--- src/rtl/pmem_arbiter.sv ---
// Round-robin arbiter sharing one physical-memory line port between the
// instruction cache and the data cache; the granted side drives memory live.
module pmem_arbiter #(
    parameter int unsigned ADDR_WIDTH = 32,
    parameter int unsigned LINE_WIDTH = 256,
    parameter int unsigned CNT_WIDTH  = 32
) (
    input  logic                  clk,
    input  logic                  rst_n,
    input  logic                  i_pmem_read,
    input  logic [ADDR_WIDTH-1:0] i_pmem_address,
    output logic [LINE_WIDTH-1:0] i_pmem_rdata,
    output logic                  i_pmem_resp,
    input  logic                  d_pmem_read,
    input  logic                  d_pmem_write,
    input  logic [ADDR_WIDTH-1:0] d_pmem_address,
    input  logic [LINE_WIDTH-1:0] d_pmem_wdata,
    output logic [LINE_WIDTH-1:0] d_pmem_rdata,
    output logic                  d_pmem_resp,
    output logic                  mem_read,
    output logic                  mem_write,
    output logic [ADDR_WIDTH-1:0] mem_address,
    output logic [LINE_WIDTH-1:0] mem_wdata,
    input  logic [LINE_WIDTH-1:0] mem_rdata,
    input  logic                  mem_resp,
    output logic                  busy,
    output logic [CNT_WIDTH-1:0]  i_grant_count,
    output logic [CNT_WIDTH-1:0]  d_grant_count
);

    typedef enum logic [1:0] {
        IDLE    = 2'd0,
        GRANT_I = 2'd1,
        GRANT_D = 2'd2
    } state_t;

    state_t state, state_next;
    logic   last_grant_d;
    logic   req_i, req_d;
    logic   done_i, done_d;

    assign req_i = i_pmem_read;
    assign req_d = d_pmem_read | d_pmem_write;

    assign done_i = (state == GRANT_I) && mem_resp;
    assign done_d = (state == GRANT_D) && mem_resp;

    assign i_pmem_rdata = mem_rdata;
    assign d_pmem_rdata = mem_rdata;
    assign busy         = (state != IDLE);

    always_comb begin
        state_next  = state;
        mem_read    = 1'b0;
        mem_write   = 1'b0;
        mem_address = '0;
        mem_wdata   = '0;
        i_pmem_resp = 1'b0;
        d_pmem_resp = 1'b0;
        unique case (state)
            IDLE: begin
                // Contention goes to whoever was not served last.
                if (req_i && req_d)
                    state_next = last_grant_d ? GRANT_I : GRANT_D;
                else if (req_i)
                    state_next = GRANT_I;
                else if (req_d)
                    state_next = GRANT_D;
            end
            GRANT_I: begin
                mem_read    = i_pmem_read;
                mem_address = i_pmem_address;
                if (mem_resp) begin
                    i_pmem_resp = 1'b1;
                    state_next  = IDLE;
                end
            end
            GRANT_D: begin
                mem_read    = d_pmem_read;
                mem_write   = d_pmem_write;
                mem_address = d_pmem_address;
                mem_wdata   = d_pmem_wdata;
                if (mem_resp) begin
                    d_pmem_resp = 1'b1;
                    state_next  = IDLE;
                end
            end
            default: state_next = IDLE;
        endcase
    end

    always_ff @(posedge clk or negedge rst_n) begin
        if (!rst_n) begin
            state         <= IDLE;
            last_grant_d  <= 1'b1;
            i_grant_count <= '0;
            d_grant_count <= '0;
        end else begin
            state <= state_next;
            if (done_i) begin
                last_grant_d <= 1'b0;
                if (i_grant_count != '1)
                    i_grant_count <= i_grant_count + CNT_WIDTH'(1);
            end
            if (done_d) begin
                last_grant_d <= 1'b1;
                if (d_grant_count != '1)
                    d_grant_count <= d_grant_count + CNT_WIDTH'(1);
            end
        end
    end

endmodule

--- config.mk ---
export PLATFORM = sky130hd
export DESIGN_NAME = pmem_arbiter
export DESIGN_NICKNAME = d
export VERILOG_FILES = /design/src/rtl/pmem_arbiter.sv
export SDC_FILE = /design/constraint.sdc
export NUM_CORES = 1
export LEC_CHECK = 0
export CORE_AREA = 2 2 569 571
export CTS_CLUSTER_DIAMETER = 50
export CTS_CLUSTER_SIZE = 28
export DETAILED_ROUTE_END_ITERATION = 7
export DIE_AREA = 0 0 571 573
export DONT_BUFFER_PORTS = 1
export SYNTH_ARGS = -nofsm -noshare
export SYNTH_HDL_FRONTEND = slang
export SYNTH_SLANG_ARGS = --single-unit
export TNS_END_PERCENT = 100
--- constraint.sdc ---
create_clock -name clk -period 2.43 [get_ports clk]
set_input_delay 0.729 -clock clk [delete_from_list [all_inputs] [get_ports clk]]
set_output_delay 0.729 -clock clk [all_outputs]
set_load 0.01 [all_outputs]
After elaboration in Yosys (flattened, before gate mapping)
Cells that the tools add are included.
Cells by class
  divide/modulo/power cells: 0
  $lt $le $gt $ge: 0
  bitwise logic cells: 1
  $mul: 0
  muxes and demuxes: 15
  eq/ne operators: 6
  reductions and logical operators: 10
  shifts and indexed selects: 0
  add/sub/neg operators: 2
Operator list (count)
  $mux W256: 1
  $add A32 B1 Y32 const B: 2
  $ne A32 B32 Y1 const B: 2
  $pmux W32 S2: 1
  $mux W2: 5
  $mux W1: 6
  $reduce_and A2 Y1: 3
  $ne A4 B4 Y1 const B: 1
  $pmux W2 S2: 1
  $reduce_bool A2 Y1: 2
  $logic_and A1 B1 Y1: 3
  $eq A2 B1 Y1 const B: 1
  $eq A2 B2 Y1 const B: 1
  $logic_not A2 Y1: 1
  $ne A2 B1 Y1 const B: 1
  $pmux W1 S2: 1
  $reduce_or A2 Y1: 1
  $or A1 B1 Y1: 1
Storage, ports and cells
  output and inout bits: 869
  word-level logic and storage cells: 38
  register bits after elaboration: 67
  bits in writable memories: 0
  memories kept: 0
  latch bits: 0
  input bits: 582
  ROM bits: 0

Logic depth before layout (Yosys ltp)
  depth after elaboration: 5
  depth in mapped cells: 9
  gate-level depth less buffers: 7

Worst setup path after synthesis
Ideal clock, no wire load.
  path kind: register to output
  from: register state[0]
  to: output mem_wdata[10]
  data arrival time: 1575 ps
  required time: 1701 ps
  cell stages (with the launch flop): 7
  path buffers: 3
  slack: 126 ps
  cells stage by stage: dfrtp_1 > inv_1 > ha_1 > clkbuf_1 > clkbuf_1 > clkbuf_1 > and2_1
On the way
  cells in the longest elaborated chain, start to end: 2
RTL lines
  start, declared: RTL line 37  | state_t state, state_next;
  start signal, assigned: RTL line 99  | state <= state_next;
  $eq A2 B2 Y1: RTL line 60  | unique case (state)
  $mux W256: RTL line 60
  end, declared: RTL line 23  | output logic [LINE_WIDTH-1:0] mem_wdata,
Every way passes these cells.

Worst setup path after layout
  from: register state[0]
  to: output mem_address[6]
On the way
  cells in the longest elaborated chain, start to end: 2
  elaborated cells on any way between the ends: 3
  classes of those cells: 2 x eq/ne; 1 x mux
RTL lines
  $eq A2 B2 Y1 or $eq A2 B1 Y1 (tied branches): RTL line 60
  $pmux W32 S2 (*): RTL line 60
  end, declared: RTL line 22  | output logic [ADDR_WIDTH-1:0] mem_address,
Mark *: on every way between the ends. The rest lies on a longest branch, timed or not.

==> results.yml <==
setup_path:
  crit_fanout: 7
  cpMaxStageDelayCell: "dfrtp_1"
  worst-setup-path-type: "reg2out"
  crit_top_cell: "buf_12"
  slowest_delay_ns: 0.40
  required_ns: 1.70
  startpoint_type: "register"
  critPathCaptureType: "primary output"
  arrival_ns: 2.04
  crit_chain: "inv_2 > ha_4 > buf_12 > buf_8 > buf_12 > a22oi_1 > nor2b_1 > buf_6"
detailed_routing:
  via_per_inst: 1.58
  ant_nets: 0
  dr.pass1.iters: 4
  post_drt_wl_per_cell_microns: 43.0
  wl_microns: 227000
  vias: 8324
  drc: 0
  drtIter0Drc: 422
sta:
  finClkSkew_ns: 0.0216
  fin_hold_ws_ns: 0.0491
  period_share_pct: 114
  tightest_slew_ns: 0.529
  period_needed_ns: 2.77
  relSlewSlack_pct: 64.6
  fin_setup_tns_ns: -48.35
  hold_violations: 0
  rsz0062_at_grt: "yes"
  finalMaxSlewViolations: 0
  fin_ws_ns: -0.335
  setup_viol: 276
  max_freq_mhz: 362
global_routing:
  grt_usage_pct: 13.3
  globalRouteMet2Util_pct: 22.7
  grt_use_met3_pct: 18.5
  grt_pass1_wl_microns: 246000
  busiest_layer: "met2"
  grt_max_degree: 68
  grt_pass1_vias: 7868
  antenna_found_initial: 124
  grt.overflow.total: 0
  use_met1_pct: 6.66
place:
  dp_hpwl_microns: 214000
  gp_congestion: 0.897
  dpl.cell_count: 5180
  numPortBuffers: 0
floorplan:
  coreArea_sq_um: 320000
  die_area_sq_um: 327000
  die_h_microns: 573
  initial_core_util_pct: 2.92
  die_w_microns: 571
  io_pins: 1451
  row_count: 208
logic_synthesis:
  postSynthCellCount: 1170
  synthArstFlopShare_pct: 100
  ys_warn_count: 0
  syn_nets: 1757
  syn_area_sq_um: 9340
  synth.distinct_cells: 43
  syn_area_per_cell_sq_um: 7.99
  ys_ff_latch: 67
  synth_flop_cell: "dfrtp_1"
  synth-edff-count: 0
  ys_seq_area_share_pct: 18.0
min_path:
  hp-class: "in2async"
clocking:
  postCtsHoldBufs: 0
  clk_pin_slew_ns: 0.07
  cts_buffers: 9
  htreeDepth: 3
  cts_tree: "done"
  cts-root-buf: "clkbuf_16"
  clk_latency_ns: 0.38
  clock_sinks: 67
  clock_path_buffers: 2
layout:
  final_cell_mix: "249 x and2_4, 189 x buf_12, 66 x dfrtp_1"
  register_area_sq_um: 1680
  drive_gt1_share_pct: 68.6
  multi_input_area_sq_um: 4550
  nFillCells: 37700
  fin_nets: 1522
  area_growth_pct: 85.7
  final_common_cell: "and2_4"
  instances_no_fill: 5279
power_and_ir_drop:
  vdd_drop_max_v: 0.000365
  leakage_nw: 5.39
  power_density_nw_per_um2: 924
status:
  violations: "setup timing"
  status: "complete, but fails checks"
job:
  maxCapViolCount: 0
cell type report:
cell class                      count  share of cell area [%]
Antenna cell                       34                   0.490
Clock buffer                       11                    1.34
Clock inverter                      5                   0.447
Inverter                            8                   0.195
Multi-Input combinational cell    536                    26.2
Sequential cell                    67                    9.67
Tap cell                         4305                    31.0
Timing Repair Buffer              313                    30.6
sequential cells by signal, summed over array words and instances, names as in the netlist:
| name | flops |
|---|---|
| state | 2 |
| i_grant_count | 32 |
| last_grant_d | 1 |
| d_grant_count | 32 |
routing by layer:
metal,wire length [microns],vias up
li1,-,2781
met1,39700,3639
met2,109000,1422
met3,67900,438
met5,434,-
met4,10300,44
power breakdown:
group          internal (mW)  switching, mW
logic                   6.90           6.27
registers               1.22          0.148
clock network          0.897          0.605
kinds of logic (layout without fill, tap and decap cells):
kind of cell    after synthesis  after routing  share of synthesized area (%)
compound gates               48             48                           3.96
xor+xnor                     61             61                           5.72
fa+ha+maj                     5              5                          0.670
buf+inv                     567            337                           43.6
flops                        67             67                           18.0
mux                           3              3                          0.348
other cells                   0             34                              0
simple gates                419            419                           27.7
worst paths after layout:
kind	from	end	slack [ns]	depth (start not counted)
max in group asynchronous	rst_n	d_grant_count[6]$_DFFE_PN0P_	2.16	0
worst max-delay path	state[0]$_DFFE_PN0P_	mem_address[6]	-0.34	8
worst max register to register	state[0]$_DFFE_PN0P_	d_grant_count[1]$_DFFE_PN0P_	0.08	10
worst min register to register	last_grant_d$_DFFE_PN1P_	last_grant_d$_DFFE_PN1P_	0.52	1
min in group clk	last_grant_d$_DFFE_PN1P_	last_grant_d$_DFFE_PN1P_	0.52	1
worst min-delay path	rst_n	i_grant_count[16]$_DFFE_PN0P_	0.05	0
Yosys cell counts, types with 14 or more instances:
library cell	n	area share, %
buf_4	512	41
and2_1	269	18
dfrtp_1	66	18
xnor2_1	47	4.4
clkbuf_1	39	1.6
nor2b_1	34	2.3
a22oi_1	33	2.7
nand2_1	24	0.96
nand4_1	23	1.5
nand3_1	17	0.91
and3_1	15	1.0
and4_1	15	1.4
xor2_1	14	1.3
critical path, delay by kind of cell (launching register included):
family / cells / cell delay (ns)
buffers and inverters: 5 / 0.75
AOI/OAI and AO/OA: 1 / 0.12
DFF: 1 / 0.40
adders and majority gates: 1 / 0.17
and+or+nand+nor: 1 / 0.19
stage by stage:
step,instance area [sq um],util [%],power [mW],setup slack [ns]
after detailed placement,14900,4.64,11.2,-0.755
final,17400,5.42,16.0,-0.335
after CTS,17000,5.30,16.1,-0.442
after floorplan,9340,-,4.73,0.126
after global placement,14900,4.64,11.2,-0.838
after global routing,17300,5.40,16.7,-0.422
timing repair:
item,CTS,global route
pin swaps,15,30
resized for setup,420,114
setup buffers,25,17
gates cloned,19,7
endpoints found under the setup margin,294,299
No activity file was read; power rests on OpenSTA's default activity.
